File: src/rtl/shader_instruction_fetch.sv
// Instruction fetch/issue sequencer: walks a vertex program in synchronous program
// memory and presents one instruction per cycle to the decoder through a 2-entry buffer.
module shader_instruction_fetch #(
  parameter int                     INST_WIDTH = 64,
  parameter int                     PC_WIDTH   = 8,
  parameter int                     OP_MSB     = 63,
  parameter int                     OP_LSB     = 56,
  parameter logic [OP_MSB-OP_LSB:0] END_OP     = 8'hFF
) (
  input  logic                  clk,
  input  logic                  resetn,
  input  logic                  iStart,
  input  logic [PC_WIDTH-1:0]   iStartPC,
  input  logic [PC_WIDTH:0]     iLength,
  input  logic                  iFlush,
  output logic                  oMemRead,
  output logic [PC_WIDTH-1:0]   oMemAddr,
  input  logic [INST_WIDTH-1:0] iMemData,
  output logic                  oValid,
  output logic [INST_WIDTH-1:0] oInstruction,
  output logic [PC_WIDTH-1:0]   oPC,
  input  logic                  iReady,
  output logic                  oBusy,
  output logic                  oDone
);

  typedef enum logic [1:0] {S_IDLE, S_FETCH, S_DRAIN} state_t;

  state_t                r_state, w_next_state;
  logic [PC_WIDTH-1:0]   r_pc, r_inflight_pc;
  logic [PC_WIDTH:0]     r_remaining;
  logic                  r_inflight, r_done;
  logic [1:0]            r_count;
  logic [INST_WIDTH-1:0] r_buf_data [2];
  logic [PC_WIDTH-1:0]   r_buf_pc   [2];

  logic       w_pop, w_push, w_end_ret, w_credit, w_issue, w_wr_idx;
  logic [1:0] w_count_after_pop;

  assign w_pop             = (r_count != 2'd0) && iReady;
  assign w_push            = r_inflight;
  assign w_end_ret         = r_inflight && (iMemData[OP_MSB:OP_LSB] == END_OP);
  // Memory latency is one cycle, so at most one read is ever in flight.
  assign w_credit          = ({1'b0, r_count} + {2'b00, r_inflight}) < (3'd2 + {2'b00, w_pop});
  assign w_issue           = (r_state == S_FETCH) && (r_remaining != '0) && w_credit && !iFlush;
  assign w_count_after_pop = r_count - {1'b0, w_pop};
  assign w_wr_idx          = w_count_after_pop[0];

  always_ff @(posedge clk) begin
    if (!resetn) r_state <= S_IDLE;
    else         r_state <= w_next_state;
  end

  always_comb begin
    w_next_state = r_state;
    case (r_state)
      S_IDLE:  if (iStart && (iLength != '0)) w_next_state = S_FETCH;
      S_FETCH: if ((w_issue && (r_remaining == (PC_WIDTH+1)'(1))) || w_end_ret)
                 w_next_state = S_DRAIN;
      S_DRAIN: if (!r_inflight && (w_count_after_pop == 2'd0)) w_next_state = S_IDLE;
      default: w_next_state = S_IDLE;
    endcase
    if (iFlush) w_next_state = S_IDLE;
  end

  always_comb begin
    oMemRead     = w_issue;
    oMemAddr     = r_pc;
    oValid       = (r_count != 2'd0);
    oInstruction = r_buf_data[0];
    oPC          = r_buf_pc[0];
    oBusy        = (r_state != S_IDLE);
    oDone        = r_done;
  end

  always_ff @(posedge clk) begin
    if (!resetn) begin
      r_pc          <= '0;
      r_inflight_pc <= '0;
      r_remaining   <= '0;
      r_inflight    <= 1'b0;
      r_done        <= 1'b0;
      r_count       <= '0;
      for (int unsigned i = 0; i < 2; i++) begin
        r_buf_data[i] <= '0;
        r_buf_pc[i]   <= '0;
      end
    end else begin
      r_done <= !iFlush &&
                (((r_state == S_IDLE) && iStart && (iLength == '0)) ||
                 ((r_state == S_DRAIN) && (w_next_state == S_IDLE)));
      if (iFlush) begin
        r_count    <= '0;
        r_inflight <= 1'b0;
      end else begin
        if ((r_state == S_IDLE) && iStart) begin
          r_pc        <= iStartPC;
          r_remaining <= iLength;
        end
        if (w_issue) begin
          r_pc          <= r_pc + PC_WIDTH'(1);
          r_remaining   <= r_remaining - (PC_WIDTH+1)'(1);
          r_inflight_pc <= r_pc;
        end
        // A read issued in the same cycle an END word returns is dropped here.
        r_inflight <= w_issue && !w_end_ret;
        if (w_pop) begin
          r_buf_data[0] <= r_buf_data[1];
          r_buf_pc[0]   <= r_buf_pc[1];
        end
        // Push lands after the shift, so a simultaneous pop+push at occupancy 1 refills slot 0.
        if (w_push) begin
          r_buf_data[w_wr_idx] <= iMemData;
          r_buf_pc[w_wr_idx]   <= r_inflight_pc;
        end
        r_count <= w_count_after_pop + {1'b0, w_push};
      end
    end
  end

endmodule

File: config.mk
export PLATFORM = sky130hd
export DESIGN_NAME = shader_instruction_fetch
export DESIGN_NICKNAME = d
export VERILOG_FILES = /design/src/rtl/shader_instruction_fetch.sv
export SDC_FILE = /design/constraint.sdc
export NUM_CORES = 1
export LEC_CHECK = 0
export CORE_ASPECT_RATIO = 0.8
export CORE_MARGIN = 3
export CORE_UTILIZATION = 50
export DETAILED_ROUTE_END_ITERATION = 12
export PLACE_DENSITY = 0.77
export SYNTH_ARGS = -nofsm -noshare
export SYNTH_HDL_FRONTEND = slang
export SYNTH_SLANG_ARGS = --single-unit
File: constraint.sdc
create_clock -name clk -period 5.1 [get_ports clk]
set_input_delay 0.51 -clock clk [delete_from_list [all_inputs] [get_ports clk]]
set_output_delay 0.51 -clock clk [all_outputs]
set_load 0.005 [all_outputs]
==> results of run 1 <==
## power breakdown
group | switching (mW) | total [mW] | internal, mW | leakage [nW]
combinational | 0.104 | 0.230 | 0.126 | 1.50
sequential | 0.0265 | 1.62 | 1.59 | 1.74
clock | 0.491 | 1.19 | 0.694 | 0.260
total | 0.622 | 3.03 | 2.41 | 3.50
## worst max-delay path by stage
| stage | startpoint | endpoint | slack (ns) |
|---|---|---|---|
| 2_1_floorplan | iReady | r_buf_data[1][0] | 1.35 |
| 3_3_place_gp | resetn | r_buf_data[0][30] | 1.43 |
| 3_5_place_dp | resetn | r_buf_data[0][30] | 1.31 |
| 4_1_cts | iFlush | oMemRead | 1.39 |
| 5_1_grt | iFlush | oMemRead | 1.20 |
| 6_report | iFlush | oMemRead | 1.37 |
## Yosys cell counts (5+ instances only)
library cell / instances
edfxtp_1: 144
and2_1: 74
a22o_1: 72
nand2_1: 38
dfxtp_1: 31
a21oi_1: 18
buf_2: 17
clkbuf_1: 12
nor2_1: 9
nor3_1: 9
ha_1: 8
inv_1: 8
nand3_1: 8
a31oi_1: 7
and3_1: 7
o21ai_0: 5
## cell usage in the layout (no fill, tap or decap), types with 2 or more instances in the layout
| master | n |
|---|---|
| nand2_1 | 38 |
| o211ai_1 | 2 |
| clkinv_2 | 2 |
| nor3_1 | 9 |
| a311oi_1 | 2 |
| buf_4 | 4 |
| edfxtp_1 | 144 |
| clkinv_1 | 2 |
| nand3b_1 | 2 |
| a21oi_1 | 18 |
| clkbuf_1 | 6 |
| a32oi_1 | 4 |
| xnor2_1 | 2 |
| ha_1 | 8 |
| inv_1 | 8 |
| nor4_1 | 4 |
| and2_1 | 74 |
| nand3_1 | 8 |
| o31a_1 | 2 |
| dfxtp_1 | 31 |
| o21ai_0 | 5 |
| nor3b_1 | 3 |
| and3_2 | 2 |
| or4_1 | 4 |
| clkdlybuf4s50_1 | 169 |
| nor2_1 | 9 |
| clkbuf_16 | 17 |
| or2_2 | 2 |
| or3_1 | 3 |
| a31oi_1 | 7 |
| clkbuf_8 | 2 |
| and3_1 | 5 |
| o311ai_0 | 4 |
| nand4_1 | 3 |
| a22o_1 | 72 |
## final cells by class
class	instances	area, sq um
sequential	175	4940
fill	968	4260
multi-input combinational	315	2160
timing repair buffer	173	1720
clock buffer	25	475
tap	180	225
clock inverter	7	63.8
inverter	9	33.8
## kinds of logic after synthesis
group	synth area share, %
and+or+nand+nor	14.1
muxes	0.138
adders and majority gates	1.38
buffers and inverters	2.46
DFF	68.0
AOI/OAI and AO/OA	13.6
xor gates and xnor gates	0.362
## metrics by stage
step	hold WS, ns	power (mW)	area [sq um]	cells	setup slack (ns)
2_1_floorplan	0.445	1.72	7270	530	1.35
3_3_place_gp	0.460	1.87	9090	852	1.43
3_5_place_dp	0.465	1.88	9090	852	1.31
4_1_cts	0.480	3.05	9630	884	1.39
5_1_grt	0.503	3.14	9630	884	1.20
6_report	0.481	3.03	9630	884	1.37
## worst min-delay path: cells and delay by family (launching register included)
kind             cells  cell delay (ns)
flip-flops           1             0.33
AND/OR/NAND/NOR      1             0.06
AO/OA/AOI/OAI        1             0.05
## sequential cells by signal, summed over array words and instances (netlist names)
name,flops
r_remaining,9
r_inflight,1
oMemAddr,8
oDone,1
r_state,2
r_inflight_pc,8
r_count,2
r_buf_data,128
r_buf_pc,16
## routing by layer
layer  vias up  track usage (%)
met3        16             5.32
met1      2428             29.2
li1       2359                -
met2       215             34.4
met5         -                0
met4         0             5.81
==> reports/qor.yml, run 1 <==
final_nets: 785
routed-wl-met2_microns: 8200
cts_tree: "built"
timing.rr.end: "r_buf_data[0][20]"
power_density_nw_per_um2: 315
hold_class: "flop to flop"
via_per_inst: 5.68
async_reset_ff_share_pct: 0
cp_num_buf_inv: 3
cp_max_fo: 22
crit_type: "primary input to primary output"
grt_antenna_before_repair: 0
grt_util_all_layers_pct: 21.3
numCtsBuffers: 17
grt_overflow: 0
r2r-start: "r_count[0]"
yosys.area.top_type: "edfxtp_1"
finalClockSkew_ns: 0.00593
die_w_microns: 141
layout-drive-gt1-share_pct: 5.68
critPathCaptureType: "primary output"
clkSinkCount: 175
drtIter0Drc: 559
relSlewSlack_pct: 24.9
p_leak_nw: 3.50
slew_viol_final: 0
synth_area_leaders: "edfxtp_1 59%, a22o_1 8.7%, dfxtp_1 8.5%"
syn_nets: 624
cap_violations: 0
numPortBuffers: 169
critPathMaxStageDelay_ns: 0.68
period_minus_slack_ns: 3.73
r2r_cells: 8
num_antenna_cells: 0
area_growth_pct: 32.4
grt_pass1_wl_microns: 26500
synth_cells: 530
ys_ff_latch: 175
whs_endpoint: "r_inflight_pc[6]"
worst_pin_slew_ns: 1.12
die_area_sq_um: 16000
hold_violations: 0
post-route-util_pct: 69.3
cts_resized: 0
dr.pass1.iters: 5
clk_latency_ns: 0.42
drt-total-wl_microns: 16800
finalSetupViolCount: 0
synth-edff-count: 144
crit_family: "buffers and inverters"
clkTransAtPathRegs_ns: 0.06
drt-met1-wl_microns: 7270
r2r_slack_ns: 2.08
fin_crit_sh_pct: 73.1
wl_met3_microns: 1140
worstPathCellList: "clkdlybuf4s50_1 -> nor4b_4 -> nand3_2 -> inv_2 -> clkdlybuf4s50_1"
cp.required_ns: 4.59
first_global_vias: 4887
peakVddDrop_mv: 0.238
highest_layer: "met4"
antenna_left: 0
dpl.hpwl_microns: 11100
num_io_pins: 170
clock_path_buffers: 2
core-area_sq_um: 13900
yosys.area.top_type_share_pct: 59.5
cp-start-kind: "primary input"
num_vias: 5018
hold_path_startpoint: "r_inflight_pc[6]"
arrival_ns: 3.22
cts_setup_buffers: 0
row_count: 38
min_path_cells: 2
place.gp.congestion: 0.973
seq_area_frac_synth_pct: 68.0
outcome: "finished, final reports clean"
cts.hold.buffers_added: 0
synth_ff_type: "edfxtp_1"
root_buffer: "clkbuf_16"
crit_slowest_cell: "clkdlybuf4s50_1"
routedWlPerCell_microns: 19.0
grt_max_degree: 74
fmaxAchievable_mhz: 268
drcViolationCount: 0
start_util_pct: 52.4
die_h_microns: 114
tns_ns: 0
htreeDepth: 4
ys_types: 53
netlist_area_sq_um: 7270
rsz0062_at_grt: "no"
cp_num_cells: 5
avgSynthCellArea_sq_um: 13.7
ys_warn_count: 0
crit_top_cell: "clkdlybuf4s50_1"
Power figures use the tool's default switching activity.
==> run 2, diff against run 1 <==
Clock period 5.1 ns to 3.67 ns, I/O delays scaled along.
==> run 2 against run 1 <==
  * Worst hold slack lost 0.0019 ns
  * Non-clock buffer count grew 6
  * Utilization grew 0.53 points
  * Largest power group unchanged
  * Cell area grew 0.77%
  * Clock power grew 39%
  * Sequential share of layout area shrank 0.39 points
  * Highest routed layer unchanged
  * Die area is the same
  * Count of clock-buffer cells in the layout shrank 6
  * Via count grew 1.0%
==> reports/qor.yml, run 2 (synthesis results as in run 1) <==
cp-start-kind: "flop"  # was primary input
period_minus_slack_ns: 2.95
root_buffer: "clkbuf_16"  # unchanged
peakVddDrop_mv: 0.370  # was 0.238 mV
start_util_pct: 52.4  # unchanged
largest_register: "r_buf_data"  # unchanged
holdWs_ns: 0.479  # was 0.481 ns
cap_violations: 0  # unchanged
power_frac_seq_pct: 53.2  # was 53.4%
whs_endpoint: "r_inflight_pc[2]"  # was r_inflight_pc[6]
clkSinkCount: 175  # unchanged
core-area_sq_um: 13900  # unchanged
clk_latency_ns: 0.41  # was 0.42 ns
p_leak_nw: 3.52  # was 3.50 nW
crit_top_cell: "ha_1"  # was clkdlybuf4s50_1
reg.largest.list: "r_buf_data x128, r_buf_pc x16, r_remaining x9"  # unchanged
r2r_slack_ns: 0.78  # was 2.08 ns
power_density_nw_per_um2: 435  # was 315 nW/um^2
drcViolationCount: 0  # unchanged
p_int_mw: 3.27  # was 2.41 mW
critPathCaptureType: "primary output"  # unchanged
htreeDepth: 4  # unchanged
numPortBuffers: 169  # unchanged
grt_pass1_wl_microns: 26200  # was 26500 microns
dr.pass1.iters: 4  # was 5
grt_antenna_before_repair: 0  # unchanged
clockPowerShare_pct: 39.0  # was 39.1%
routedWlPerCell_microns: 18.7  # was 19.0 microns
worstPathCellList: "ha_1 -> ha_1 -> nor4b_4 -> nand3_2 -> inv_2 -> clkdlybuf4s50_1"  # was clkdlybuf4s50_1 -> nor4b_4 -> nand3_2 -> inv_2 -> clkdlybuf4s50_1
die_w_microns: 141  # unchanged
hold_class: "flop to flop"  # unchanged
drtIter0Drc: 420  # was 559
min_path_cells: 2  # unchanged
sw_frac_of_total_pct: 22.5  # was 20.5%
crit_type: "flop to primary output"  # was primary input to primary output
num_antenna_cells: 0  # unchanged
arrival_ns: 2.59  # was 3.22 ns
via_per_inst: 5.70  # was 5.68
area_growth_pct: 33.5  # was 32.4%
grt_util_all_layers_pct: 20.9  # was 21.3%
timing.rr.end: "r_buf_pc[0][3]"  # was r_buf_data[0][20]
num_vias: 5070  # was 5018
numCtsBuffers: 17  # unchanged
r2r-start: "r_count[0]"  # unchanged
cts_resized: 0  # unchanged
dp_slack_ns: 0.525  # was 1.31 ns
cp.required_ns: 3.30  # was 4.59 ns
rsz0062_at_grt: "no"  # unchanged
first_global_vias: 4954  # was 4887
die_h_microns: 114  # unchanged
cts.hold.buffers_added: 0  # unchanged
antenna_left: 0  # unchanged
worst_pin_slew_ns: 0.945  # was 1.12 ns
fin_crit_sh_pct: 80.4
cts_setup_buffers: 0  # unchanged
drt-total-wl_microns: 16700  # was 16800 microns
critPathMaxStageDelay_ns: 0.58  # was 0.68 ns
num_io_pins: 170  # unchanged
grt_overflow: 0  # unchanged
r2r_cells: 8  # unchanged
layout_commonest_cell: "clkdlybuf4s50_1"  # unchanged
slew_viol_final: 0  # unchanged
final_cell_mix: "169 x clkdlybuf4s50_1, 144 x edfxtp_1, 74 x and2_1"  # unchanged
place.gp.congestion: 0.930  # was 0.973
clock_path_buffers: 2  # unchanged
dpl.hpwl_microns: 11100  # about the same
crit_family: "buffers and inverters"  # unchanged
layout-drive-gt1-share_pct: 7.32  # was 5.68%
finalClockSkew_ns: 0.00779  # was 0.00593 ns
die_area_sq_um: 16000  # unchanged
fmaxAchievable_mhz: 339
total_power_mw: 4.22  # was 3.03 mW
nFillCells: 931  # was 968
crit_slowest_cell: "clkdlybuf4s50_1"  # unchanged
cp_max_fo: 19  # was 22
final_nets: 791  # was 785
post-route-util_pct: 69.9  # was 69.3%
grt_max_degree: 74  # unchanged
finalSetupViolCount: 0  # unchanged
pwr-share-comb_pct: 7.8  # was 7.6%
tns_ns: 0  # unchanged
hold_path_startpoint: "r_inflight_pc[2]"  # was r_inflight_pc[6]
clkTransAtPathRegs_ns: 0.07  # was 0.06 ns
hold_violations: 0  # unchanged
row_count: 38  # unchanged
cts_tree: "built"  # unchanged
p_sw_uw: 950  # was 622 uW
worst_slack_ns: 0.718  # was 1.37 ns
cp_num_buf_inv: 2  # was 3
largest_register_ffs: 128  # unchanged
outcome: "finished, final reports clean"  # unchanged
relSlewSlack_pct: 37.0  # was 24.9%
==> run 2: cell count changes in the layout (fill, tap and decap cells not counted), moves of 4 or more <==
cell        before  now
clkinvlp_4       1    6
clkbuf_1         6    2
inv_6            0    4
buf_4            4    8
==> run 2: final cells by class <==
type	instances	area [sq um]	area share (%)
sequential	175	4940	51.0
tap	180	225	2.32
clock buffer	19	433	4.46
clock inverter	13	106	1.10
multi-input combinational	315	2170	22.3
timing repair buffer	179	1790	18.5
inverter	9	33.8	0.348
==> run 2: power groups by stage <==
stage	clock network (mW)	registers, mW	logic, mW
4_1_cts	1.67	2.25	0.328
5_1_grt	1.76	2.25	0.352
3_3_place_gp	0	2.29	0.318
2_1_floorplan	0	2.29	0.101
6_report	1.65	2.25	0.327
3_5_place_dp	0	2.29	0.325
==> run 2: per-stage QoR <==
| step | area (sq um) | instances |
|---|---|---|
| 6_report | 9700 | 890 |
| 5_1_grt | 9700 | 890 |
| 4_1_cts | 9700 | 890 |
| 3_5_place_dp | 9160 | 858 |
| 3_3_place_gp | 9160 | 858 |
| 2_1_floorplan | 7270 | 530 |
==> run 2: how the worst max path moves through the flow <==
| stage | startpoint | endpoint | depth (start not counted) | slack (ns) |
|---|---|---|---|---|
| CTS | r_inflight | oMemRead | 6 | 0.70 |
| detailed placement | resetn | r_buf_data[0][22] | 8 | 0.53 |
| global placement | iReady | r_buf_data[0][2] | 9 | 0.60 |
| global route | r_count[0] | r_buf_pc[0][3] | 8 | 0.58 |
| floorplan | r_count[0] | r_buf_data[0][0] | 6 | 0.22 |
| finish | r_inflight | oMemRead | 6 | 0.72 |
==> run 2: worst reg2reg max path, delay by kind of cell (launching register included) <==
kind	cells	cell delay, ns
buffers and inverters	3	1.02
AO/OA/AOI/OAI	2	0.71
flip-flops	1	0.35
adder cells (fa/ha/maj)	1	0.31
AND/OR/NAND/NOR	2	0.24
==> run 2: metal layers <==
layer  vias up  GRT usage [%]  wire [microns]
li1       2361              -               -
met1      2474           28.1            7340
met2       219           33.7            8110
met3        16           4.90             958
met4         0           7.04             272
met5         -              0               0
==> run 3, diff against run 2 <==
Settings changed: CORE_UTILIZATION 50 to 45, PLACE_DENSITY 0.77 to 0.73.
Clock period 3.67 ns to 2.7 ns, I/O delays scaled along.
==> run 3 against run 2 <==
  * Sequential cell count is the same
  * Clock skew rose by 0.0042 ns
  * Critical path type unchanged
  * Total power grew 44%
  * Critical endpoint unchanged
  * Cell area grew 2.9%
  * Largest power group unchanged
  * Utilization shrank 5.1 points
  * Global-route usage decreased by 0.81 points
  * Highest routed layer unchanged
  * First-iteration DRC count decreased by 13%
  * Via count is 0.67% higher
  * Clock power is 56% higher
  * Worst hold slack worse by 0.058 ns
  * Count of clock-buffer cells in the layout shrank 1
  * Die area increased by 11%
==> reports/qor.yml, run 3 (synthesis results as in run 1) <==
outcome: "finished, final reports clean"  # unchanged
largest_register: "r_buf_data"  # unchanged
die_h_microns: 120  # was 114 microns
core-area_sq_um: 15400  # was 13900 sq um
critPathCaptureType: "primary output"  # unchanged
relSlewSlack_pct: 28.2  # was 37.0%
clk_latency_ns: 0.42  # was 0.41 ns
period_minus_slack_ns: 2.61
critPathLaunch: "r_inflight"  # unchanged
nFillCells: 1168  # was 931
cp_max_fo: 10  # was 19
fin_crit_sh_pct: 96.6
drcViolationCount: 0  # unchanged
worst_pin_slew_ns: 1.07  # was 0.945 ns
drtIter0Drc: 367  # was 420
power_density_nw_per_um2: 610  # was 435 nW/um^2
r2r_slack_ns: 0.23  # was 0.78 ns
row_count: 40  # was 38
drt-total-wl_microns: 17600  # was 16700 microns
routedWlPerCell_microns: 18.9  # was 18.7 microns
place.gp.congestion: 0.856  # was 0.930
hold_class: "primary input to flop"  # was flop to flop
finalSetupViolCount: 0  # unchanged
root_buffer: "clkbuf_16"  # unchanged
fmaxAchievable_mhz: 383
num_antenna_cells: 0  # unchanged
min_path_cells: 3  # was 2
finalClockSkew_ns: 0.0120  # was 0.00779 ns
cts_tree: "built"  # unchanged
grt_max_degree: 74  # unchanged
num_vias: 5104  # was 5070
cap_violations: 0  # unchanged
num_io_pins: 170  # unchanged
grt_overflow: 0  # unchanged
worst_slack_ns: 0.0919  # was 0.718 ns
cp.required_ns: 2.43  # was 3.30 ns
grt_util_all_layers_pct: 20.0  # was 20.9%
total_power_mw: 6.09  # was 4.22 mW
whs_endpoint: "r_remaining[0]"  # was r_inflight_pc[2]
cp-start-kind: "flop"  # unchanged
final_cell_mix: "169 x clkdlybuf4s50_1, 144 x edfxtp_1, 74 x and2_1"  # unchanged
die_w_microns: 148  # was 141 microns
clkTransAtPathRegs_ns: 0.07  # about the same
via_per_inst: 5.49  # was 5.70
p_leak_nw: 3.63  # was 3.52 nW
r2r-start: "r_count[0]"  # unchanged
die_area_sq_um: 17700  # was 16000 sq um
area_growth_pct: 37.4  # was 33.5%
final_nets: 801  # was 791
layout-drive-gt1-share_pct: 9.44  # was 7.32%
peakVddDrop_mv: 0.481  # was 0.370 mV
layout_commonest_cell: "clkdlybuf4s50_1"  # unchanged
clock_path_buffers: 2  # unchanged
dpl.hpwl_microns: 11900  # was 11100 microns
rsz0062_at_grt: "yes"  # was no
tns_ns: 0  # unchanged
r2r_cells: 7  # was 8
grt_pass1_wl_microns: 27800  # was 26200 microns
stdcell_count: 930  # was 890
dr.pass1.iters: 5  # was 4
reg.largest.list: "r_buf_data x128, r_buf_pc x16, r_remaining x9"  # unchanged
dp_slack_ns: -0.196  # was 0.525 ns
start_util_pct: 47.2  # was 52.4%
numPortBuffers: 169  # unchanged
timing.rr.end: "r_buf_data[0][39]"  # was r_buf_pc[0][3]
htreeDepth: 4  # unchanged
crit_type: "flop to primary output"  # unchanged
clkSinkCount: 175  # unchanged
arrival_ns: 2.34  # was 2.59 ns
antenna_left: 0  # unchanged
grt_antenna_before_repair: 0  # unchanged
dpl.cell_count: 897  # was 858
hold_path_startpoint: "iLength[0]"  # was r_inflight_pc[2]
first_global_vias: 5147  # was 4954
largest_register_ffs: 128  # unchanged
slew_viol_final: 0  # unchanged
holdWs_ns: 0.421  # was 0.479 ns
numCtsBuffers: 17  # unchanged
hold_violations: 0  # unchanged
-- run 3: changes by cell type in the layout (fill, tap and decap cells not counted), moves of 2 or more --
cell	delta
buf_4	+5
buf_12	+4
inv_6	-4
dfxtp_1	-2
bufinv_16	+4
clkinv_4	-2
dfxtp_2	+2
clkinv_2	+3
-- run 3: cell type report --
type	count	area (sq um)	share of cell area, %
clock inverters	14	193	1.93
flip-flops and latches	175	4950	49.5
multi-input cells	315	2200	22.0
clock buffers	18	429	4.30
well taps	210	263	2.63
repair buffers	189	1920	19.2
inverters	9	33.8	0.338
-- run 3: per-stage QoR --
| step | area, sq um | util (%) |
|---|---|---|
| floorplan | 7280 | - |
| global placement | 9320 | 60.4 |
| detailed placement | 9320 | 60.4 |
| CTS | 9950 | 64.6 |
| global route | 9990 | 64.8 |
| finish | 9990 | 64.8 |
-- run 3: how the worst max path moves through the flow --
stage                              endpoint  depth (start not counted)
after CTS                          oMemRead                          5
after floorplan            r_buf_data[1][0]                          7
final                              oMemRead                          6
after global routing               oMemRead                          6
after global placement    r_buf_data[0][14]                          8
after detailed placement  r_buf_data[0][14]                          8
-- run 3: timing repair --
item,in CTS,in global routing
buffers inserted,1,0
pin swaps,1,3
hold endpoints to repair,0,0
gates resized for setup,1,7
endpoints found under the setup margin,1,118
hold buffers,0,0
-- run 3: report_power, final --
| group | switching (mW) | internal [mW] | total (mW) |
|---|---|---|---|
| registers | 0.0517 | 3.00 | 3.06 |
| clock network | 1.02 | 1.55 | 2.57 |
| logic | 0.203 | 0.262 | 0.465 |
| total | 1.27 | 4.82 | 6.09 |
-- run 3: metal layers --
| layer | vias to the layer above | wire, microns | global-route usage (%) |
|---|---|---|---|
| met1 | 2495 | 7940 | 27.5 |
| li1 | 2394 | - | - |
| met3 | 27 | 1000 | 4.72 |
| met4 | 0 | 387 | 7.27 |
| met5 | - | 0 | 0 |
| met2 | 188 | 8250 | 31.3 |
-- run 3: worst max-delay path, stage by stage (launching register included) --
cell	delay (ns)
dfxtp_1	0.37
ha_1	0.22
ha_1	0.22
nor4b_4	0.32
nand3_4	0.19
inv_2	0.10
clkdlybuf4s50_1	0.49
